===== src/rtl/timer_mode_ctrl_if.sv =====
// timer_mode_ctrl_if: signal bundle between the kitchen-timer mode sequencer and its neighbours
//   master: drives bt_start, bt_prog, bt_inc (debounced levels) and done (terminal count)
//   slave : drives state, preset, load, digit_sel, blink (sequencer outputs)
interface timer_mode_ctrl_if;
  logic        bt_start;
  logic        bt_prog;
  logic        bt_inc;
  logic        done;
  logic [2:0]  state;
  logic [15:0] preset;
  logic        load;
  logic [3:0]  digit_sel;
  logic        blink;
  modport master (output bt_start, bt_prog, bt_inc, done, input state, preset, load, digit_sel, blink);
  modport slave  (input bt_start, bt_prog, bt_inc, done, output state, preset, load, digit_sel, blink);
endinterface


===== src/rtl/timer_mode_ctrl.sv =====
// timer_mode_ctrl: IDLE/RUN/PAUSE/PROG/ALARM sequencer with BCD preset editing, load pulse and blink strobe
//   clk, rst_n (async, active-low)
//   bus.bt_start/bt_prog/bt_inc/done in; bus.state/preset/load/digit_sel/blink out (all registered)
//   Optional macro TIMER_MODE_CTRL_AUTOREPEAT_EN adds auto-repeat on a held bt_inc in PROG.
module timer_mode_ctrl #(
  parameter int          BLINK_DIV    = 12_500_000,
  parameter logic [15:0] PRESET_INIT  = 16'h0100,
  parameter int          REPEAT_DELAY = 25_000_000,
  parameter int          REPEAT_RATE  = 5_000_000
) (
  input logic              clk,
  input logic              rst_n,
  timer_mode_ctrl_if.slave bus
);
  typedef enum logic [2:0] {IDLE = 3'd0, RUN = 3'd1, PAUSE = 3'd2, PROG = 3'd3, ALARM = 3'd4} state_t;
  localparam int BW = $clog2(BLINK_DIV + 1);
  // The repeat counter reloads to REPEAT_DELAY-REPEAT_RATE+1 after each repeat, so the rate may not exceed the delay.
  if (BLINK_DIV < 1 || REPEAT_RATE < 1 || REPEAT_RATE > REPEAT_DELAY) begin : g_bad_param
    $error("timer_mode_ctrl: bad BLINK_DIV/REPEAT_DELAY/REPEAT_RATE");
  end
  state_t        r_state, w_state_nxt;
  logic [15:0]   r_preset, w_preset_nxt;
  logic [3:0]    r_sel, w_sel_nxt;
  logic          r_load, w_load_nxt;
  logic          r_blink;
  logic [BW-1:0] r_blink_cnt;
  logic          r_start_q, r_prog_q, r_inc_q;
  logic          w_start_re, w_prog_re, w_inc_re, w_inc_req;
  assign w_start_re = bus.bt_start & ~r_start_q;
  assign w_prog_re  = bus.bt_prog & ~r_prog_q;
  assign w_inc_re   = bus.bt_inc & ~r_inc_q;
`ifdef TIMER_MODE_CTRL_AUTOREPEAT_EN
  logic [31:0] r_rep_cnt;
  logic        w_rep;
  // r_rep_cnt counts cycles since the press; after the first repeat it reloads so the next one lands REPEAT_RATE later.
  assign w_rep = r_state == PROG && bus.bt_inc && r_inc_q && r_rep_cnt == 32'(REPEAT_DELAY);
  always_ff @(posedge clk or negedge rst_n)
    if (!rst_n) r_rep_cnt <= '0;
    else if (r_state != PROG || !bus.bt_inc) r_rep_cnt <= '0;
    else if (w_inc_re) r_rep_cnt <= 32'd1;
    else r_rep_cnt <= w_rep ? 32'(REPEAT_DELAY - REPEAT_RATE + 1) : r_rep_cnt + 32'd1;
  assign w_inc_req = w_inc_re | w_rep;
`else
  assign w_inc_req = w_inc_re;
`endif
  always_comb begin
    w_state_nxt  = r_state;
    w_preset_nxt = r_preset;
    w_sel_nxt    = r_sel;
    w_load_nxt   = 1'b0;
    case (r_state)
      IDLE:
        if (w_start_re) w_state_nxt = RUN;
        else if (w_prog_re) begin
          w_state_nxt = PROG;
          w_sel_nxt   = 4'b1000;
        end
      RUN:
        if (bus.done) w_state_nxt = ALARM;
        else if (w_start_re) w_state_nxt = PAUSE;
      PAUSE:
        if (w_start_re) w_state_nxt = RUN;
        else if (w_prog_re) begin
          w_state_nxt = IDLE;
          w_load_nxt  = 1'b1;
        end
      PROG:
        if (w_start_re || (w_prog_re && r_sel[0])) begin
          w_state_nxt = IDLE;
          w_sel_nxt   = 4'b0000;
          w_load_nxt  = 1'b1;
        end else if (w_prog_re) w_sel_nxt = r_sel >> 1;
        else if (w_inc_req)
          for (int i = 0; i < 4; i++)
            if (r_sel[i]) w_preset_nxt[4*i +: 4] = (r_preset[4*i +: 4] == 4'd9) ? 4'd0 : r_preset[4*i +: 4] + 4'd1;
      ALARM:
        if (w_start_re || w_prog_re) begin
          w_state_nxt = IDLE;
          w_load_nxt  = 1'b1;
        end
      default: begin
        w_state_nxt = IDLE;
        w_sel_nxt   = 4'b0000;
      end
    endcase
  end
  always_ff @(posedge clk or negedge rst_n)
    if (!rst_n) begin
      r_state   <= IDLE;
      r_preset  <= PRESET_INIT;
      r_sel     <= 4'b0000;
      r_load    <= 1'b0;
      r_start_q <= 1'b0;
      r_prog_q  <= 1'b0;
      r_inc_q   <= 1'b0;
    end else begin
      r_state   <= w_state_nxt;
      r_preset  <= w_preset_nxt;
      r_sel     <= w_sel_nxt;
      r_load    <= w_load_nxt;
      r_start_q <= bus.bt_start;
      r_prog_q  <= bus.bt_prog;
      r_inc_q   <= bus.bt_inc;
    end
  // Blink restarts from a known phase on every state change and idles low outside PROG/ALARM.
  always_ff @(posedge clk or negedge rst_n)
    if (!rst_n) begin
      r_blink_cnt <= '0;
      r_blink     <= 1'b0;
    end else if (w_state_nxt != r_state || !(r_state == PROG || r_state == ALARM)) begin
      r_blink_cnt <= '0;
      r_blink     <= 1'b0;
    end else if (r_blink_cnt == BW'(BLINK_DIV - 1)) begin
      r_blink_cnt <= '0;
      r_blink     <= ~r_blink;
    end else r_blink_cnt <= r_blink_cnt + BW'(1);
  assign bus.state     = r_state;
  assign bus.preset    = r_preset;
  assign bus.load      = r_load;
  assign bus.digit_sel = r_sel;
  assign bus.blink     = r_blink;
endmodule


===== src/flat_wrapper.sv =====
// flat-port wrapper written by rule: the top's interface ports become plain ports
module timer_mode_ctrl_flat 
#(
  parameter int          BLINK_DIV    = 12_500_000,
  parameter logic [15:0] PRESET_INIT  = 16'h0100,
  parameter int          REPEAT_DELAY = 25_000_000,
  parameter int          REPEAT_RATE  = 5_000_000
)
  (clk, rst_n, bus_bt_start, bus_bt_prog, bus_bt_inc, bus_done, bus_state, bus_preset, bus_load, bus_digit_sel, bus_blink);
  timer_mode_ctrl_if bus_i ();
  input logic clk;
  input logic rst_n;
  input wire logic [$bits(bus_i.bt_start)-1:0] bus_bt_start;
  input wire logic [$bits(bus_i.bt_prog)-1:0] bus_bt_prog;
  input wire logic [$bits(bus_i.bt_inc)-1:0] bus_bt_inc;
  input wire logic [$bits(bus_i.done)-1:0] bus_done;
  output wire logic [$bits(bus_i.state)-1:0] bus_state;
  output wire logic [$bits(bus_i.preset)-1:0] bus_preset;
  output wire logic [$bits(bus_i.load)-1:0] bus_load;
  output wire logic [$bits(bus_i.digit_sel)-1:0] bus_digit_sel;
  output wire logic [$bits(bus_i.blink)-1:0] bus_blink;
  assign bus_i.bt_start = bus_bt_start;
  assign bus_i.bt_prog = bus_bt_prog;
  assign bus_i.bt_inc = bus_bt_inc;
  assign bus_i.done = bus_done;
  assign bus_state = bus_i.state;
  assign bus_preset = bus_i.preset;
  assign bus_load = bus_i.load;
  assign bus_digit_sel = bus_i.digit_sel;
  assign bus_blink = bus_i.blink;
  timer_mode_ctrl #(.BLINK_DIV(BLINK_DIV), .PRESET_INIT(PRESET_INIT), .REPEAT_DELAY(REPEAT_DELAY), .REPEAT_RATE(REPEAT_RATE)) u_core (.clk(clk), .rst_n(rst_n), .bus(bus_i));
endmodule

===== config.mk =====
export PLATFORM = sky130hd
export DESIGN_NAME = timer_mode_ctrl_flat
export DESIGN_NICKNAME = d
export VERILOG_FILES = /design/src/rtl/timer_mode_ctrl_if.sv /design/src/rtl/timer_mode_ctrl.sv /design/src/flat_wrapper.sv
export SDC_FILE = /design/constraint.sdc
export NUM_CORES = 1
export LEC_CHECK = 0
export ABC_CLOCK_PERIOD_IN_PS = 3700
export CORE_ASPECT_RATIO = 2
export CORE_MARGIN = 2
export CORE_UTILIZATION = 60
export DETAILED_ROUTE_END_ITERATION = 16
export GPL_TIMING_DRIVEN = 0
export PLACE_DENSITY = 0.85
export SLEW_MARGIN = 20
export SYNTH_ARGS = -nofsm -noshare
export SYNTH_HDL_FRONTEND = slang
export SYNTH_SLANG_ARGS = --single-unit
export TNS_END_PERCENT = 20

===== constraint.sdc =====
create_clock -name clk -period 3.7 [get_ports clk]
set_input_delay 0.925 -clock clk [delete_from_list [all_inputs] [get_ports clk]]
set_output_delay 0.925 -clock clk [all_outputs]
set_load 0.1 [all_outputs]

**Word-level counts from Yosys, hierarchy flattened**

Cells that the tools add are included.

- Word-level logic and storage cells: 81
- Flip-flop bits (word level): 52
- Bits of input ports: 6

- Add/subtract/negate cells: 5
- Eq/ne operators: 13
- Muxes and demuxes: 27
- Bitwise operators: 10
- Reduce and logical (&&, ||, !) cells: 14

Operators by type and width:

| operator | number |
|---|---|
| 2-to-1 mux 24 bit | 2 |
| 2-to-1 mux 4 bit | 8 |
| adder 24 x 1 -> 24 bit (second input constant) | 1 |
| equality test 24 bit (second input constant) | 1 |
| 2-to-1 mux 3 bit | 8 |
| AND reduction 5 bit | 4 |
| adder 4 x 1 -> 4 bit (second input constant) | 4 |
| equality test 4 bit (second input constant) | 4 |
| case mux 3 bit (5 select lines) | 1 |
| case mux 4 bit (3 select lines) | 1 |
| NOT 1 bit | 7 |
| equality test 3 x 2 -> 1 bit (second input constant) | 2 |
| 2-to-1 mux 1 bit | 6 |
| logical OR 1 bit | 4 |
| AND reduction 4 bit | 1 |
| AND 1 bit | 3 |
| equality test 3 x 1 -> 1 bit (second input constant) | 1 |
| equality test 3 bit (second input constant) | 1 |
| logical NOT 3 bit | 1 |
| inequality test 3 x 1 -> 1 bit (second input constant) | 1 |
| inequality test 3 bit | 1 |
| case mux 1 bit (3 select lines) | 1 |
| OR reduction 3 bit | 1 |
| inequality test 2 x 1 -> 1 bit (second input constant) | 1 |
| other kinds (4) | 4 |

**Depth between registers and ports, before layout**

- Depth in word-level cells: 9
- Depth in mapped cells: 7

**Worst setup path before layout**

Ideal clock, no wire load.

- Path type: register to register
- Start: register u_core.r_state[0], in the netlist u_core.bus.state[0]
- End: register u_core.r_preset[7], in the netlist u_core.bus.preset[7]
- Slack: 1,135 ps
- Clock period less this slack: 2,565 ps
- Arrival: 2,442 ps
- Setup time: 123 ps
- Stages on the path, launching flop included: 8
- Path buffers: 3
- Required time: 3,577 ps
- Cell sequence: dfrtp_1 > clkbuf_1 > nand3b_1 > nor4_1 > buf_2 > buf_2 > o2111ai_1 > a22o_1

- Word-level cells in the longest chain between the ends: 2

RTL lines:

| item | RTL line | RTL |
|---|---|---|
| from (decl) | timer_mode_ctrl.sv:21 | `state_t r_state, w_state_nxt;` |
| from (signal assigned) | timer_mode_ctrl.sv:97 | `r_state <= w_state_nxt;` |
| equality test 3 x 2 -> 1 bit | timer_mode_ctrl.sv:51 | `case (r_state)` |
| AND reduction 5 bit (no line) | - |  |
| to (signal assigned) | timer_mode_ctrl.sv:98 | `r_preset <= w_preset_nxt;` |
| to (decl) | timer_mode_ctrl.sv:22 | `logic [15:0] r_preset, w_preset_nxt;` |

No other way between the ends.
A chain may end at the register's enable or synchronous reset.

**Worst setup path in the final report**

- Start: register u_core.r_preset[8], in the netlist u_core.bus.preset[8]
- End: output bus_preset[8]

RTL lines:

| item | RTL line | RTL |
|---|---|---|
| to (decl) | flat_wrapper.sv:18 | `output wire logic [$bits(bus_i.preset)-1:0] bus_preset;` |

No word-level cell between the ends.

==> flow_metrics.py <==
metrics = {
    "yosys": {
        "synth_cell_types": 45,
        "synth_edf_count": 0,
        "ys_ff_latch": 52,
        "synth_area_leaders": "dfrtp_1 48%, xnor2_1 4.9%, nand3_1 2.8%",
        "yosys.area.top_type_share": 0.480,
        "synth_seq_area_share": 0.489,
        "syn_nets": 280,
        "avgSynthCellArea_um2": 9.75,
        "async_reset_ff_frac": 1.00,
        "synth_top_area_cell": "dfrtp_1",
        "syn-cell-area_um2": 2660,
        "synth_flop_cell": "dfrtp_1",
        "syn_inst": 273,
        "synth_warnings": 0,
    },
    "power_and_ir_drop": {
        "powerDensity_nw_per_um2": 507,
        "ir_worst_vdd_v": 0.000562,
        "p_leak_nw": 1.19,
    },
    "floorplan": {
        "ios": 31,
        "die_w_um": 51.1,
        "die_y_um": 98.2,
        "core_um2": 4300,
        "fp-row-count": 34,
        "start_util": 0.619,
        "die_area_um2": 5020,
    },
    "timing": {
        "hold_violations": 0,
        "fin_tns_setup_ns": 0,
        "hold_ws_ns": 0.519,
        "setup_violations": 0,
        "worstMarginPinSlew_ns": 0.999,
        "period_needed_ns": 2.99,
        "slew_headroom": 0.332,
        "final_max_slew_viol_count": 0,
        "period_share": 0.809,
        "finalClockSkew_ns": 0.0122,
        "rsz0062_at_grt": "false",
        "clock.fmax_mhz": 334,
    },
    "placement": {
        "dp_hpwl_mm": 4.41,
        "place_area_um2": 3030,
        "gp_congestion": 0.904,
        "port_buffers": 30,
    },
    "global_routing": {
        "antenna_found_initial": 0,
        "grt_first_pass_wirelength_mm": 10.1,
        "grt_pass1_vias": 2205,
        "grt_max_degree": 53,
        "gr-total-overflow": 0,
        "grt_usage": 0.266,
    },
    "final_layout": {
        "multi_input_area_um2": 1260,
        "regArea_um2": 1300,
        "final_core_util": 0.727,
        "finalInstanceArea_um2": 3120,
        "antenna_cells": 0,
        "n_fill_cell": 334,
        "nNetsFinal": 317,
        "syn2layout_area_growth_pct": 17.4,
        "layout-drive-gt1-share": 0.0707,
    },
    "worst_setup_path": {
        "crit_path_cell_trace": "clkdlybuf4s50_1",
        "start_kind": "flop",
        "cp.arrival_ns": 2.07,
        "crit_type": "flop to output port",
        "end_kind": "output port",
        "critical-path-max-stage-delay_ns": 1.15,
        "critPathTopFamily": "buffers and inverters",
        "cp_slowest_cell": "clkdlybuf4s50_1",
        "worst-path-max-fanout": 6,
        "required_ns": 2.77,
        "cp_num_buf_inv": 1,
    },
    "clock_network": {
        "cts_resized": 0,
        "htree_num_levels": 2,
        "worstSkewPairLatency_ns": 0.31,
        "clock-sinks": 52,
        "cts_max_path_buffers": 2,
        "numCtsBuffers": 5,
        "clkTransAtPathRegs_ns": 0.10,
        "hold_buffers": 0,
        "cts_root_buffer": "clkbuf_8",
        "tritoncts": "built",
        "cts_setup_buffers": 0,
    },
    "run_status": {
        "outcome": "complete, no violations",
    },
    "routing": {
        "drt_iter0_markers": 66,
        "vias": 2259,
        "drt-total-wl_mm": 6.05,
        "drc": 0,
        "ant_nets": 0,
        "dr.pass1.iters": 4,
        "wl_per_cell_um": 16.6,
        "via_per_inst": 6.19,
    },
    "run": {
        "drv_cap": 0,
    },
    "worst_hold_path": {
        "hold_path_class": "flop to flop",
    },
}
==> cells by family after synthesis <==
logic type,synth area share
XOR/XNOR,0.0625
adder cells (fa/ha/maj),0.00470
multiplexers,0.0324
buffers and inverters,0.0376
AO/OA/AOI/OAI,0.133
flip-flops,0.489
AND/OR/NAND/NOR,0.240
==> routing by layer <==
layer / global-route usage / vias up / routed length, um
li1: - / 1074 / -
met1: 0.276 / 1118 / 2240
met2: 0.490 / 49 / 3460
met3: 0.0291 / 18 / 146
met4: 0.150 / 0 / 203
met5: 0 / - / 0
==> power breakdown <==
group	switching (mW)	internal, mW
Sequential	0.0501	0.612
Clock	0.193	0.152
Combinational	0.437	0.140
==> placed cells by master (no fill, tap or decap), types with 6 or more instances in the layout <==
cell	netlist	routed
dfrtp_1	51	51
clkdlybuf4s50_1	0	29
nor2_1	19	19
nand2_1	19	19
nand3_1	15	15
xnor2_1	15	15
o21ai_0	13	13
nor3_1	12	12
inv_1	11	11
clkbuf_1	10	10
nand4_1	10	10
a21oi_1	9	9
a211oi_1	8	8
or3_1	7	7
nor2b_1	6	6
clkbuf_8	0	6
==> registers in the layout (all words and copies together), names as in the netlist <==
signal	cells
u_core.bus.blink	1
u_core.bus.digit_sel	4
u_core.bus.load	1
u_core.bus.preset	16
u_core.bus.state	3
u_core.r_blink_cnt	24
u_core.r_inc_q	1
u_core.r_prog_q	1
u_core.r_start_q	1
==> metrics by stage <==
step / std cells / setup WS [ns] / power (mW)
final: 365 / 0.707 / 1.58
after global placement: 357 / 0.197 / 1.24
after detailed placement: 357 / 0.505 / 1.25
after global routing: 365 / 0.575 / 1.65
after floorplan: 273 / 1.13 / 1.10
after CTS: 365 / 0.701 / 1.59
==> final cells by class <==
| class | instances | share of cell area |
|---|---|---|
| clock inverter | 2 | 0.00481 |
| tap | 54 | 0.0216 |
| sequential | 52 | 0.417 |
| multi-input combinational | 197 | 0.403 |
| timing repair buffer | 30 | 0.0953 |
| inverter | 11 | 0.0132 |
| buffer | 13 | 0.0188 |
| clock buffer | 6 | 0.0264 |
==> synth_stat cells (all sizes together) (4+ instances only) <==
| master | count |
|---|---|
| nor2 | 19 |
| nand4 | 10 |
| a41o | 4 |
| nand3 | 16 |
| nor2b | 6 |
| clkbuf | 10 |
| a21oi | 9 |
| nor3 | 12 |
| xnor2 | 15 |
| nor4 | 4 |
| nand2 | 19 |
| or3 | 8 |
| inv | 11 |
| xor2 | 4 |
| o31ai | 4 |
| or4 | 5 |
| a211oi | 8 |
| o21ai | 14 |
| o2111ai | 4 |
| mux2 | 5 |
| dfrtp | 51 |
| a22o | 4 |
==> path summary, 6_finish.rpt <==
kind	from	to	slack, ns	depth (start not counted)
worst max register to register	u_core.r_blink_cnt[0]$_DFF_PN0_	u_core.r_blink_cnt[18]$_DFF_PN0_	1.13	7
min in group asynchronous	rst_n	u_core.r_blink_cnt[7]$_DFF_PN0_	0.62	1
worst min register to register	u_core.r_blink_cnt[0]$_DFF_PN0_	u_core.r_blink_cnt[0]$_DFF_PN0_	0.52	1
max in group asynchronous	rst_n	u_core.bus.preset[0]$_DFFE_PN0P_	2.62	1
worst max-delay path	u_core.bus.preset[8]$_DFFE_PN1P_	bus_preset[8]	0.71	1
worst min-delay path	u_core.r_blink_cnt[0]$_DFF_PN0_	u_core.r_blink_cnt[0]$_DFF_PN0_	0.52	1
No activity file was read; power rests on OpenSTA's default activity.
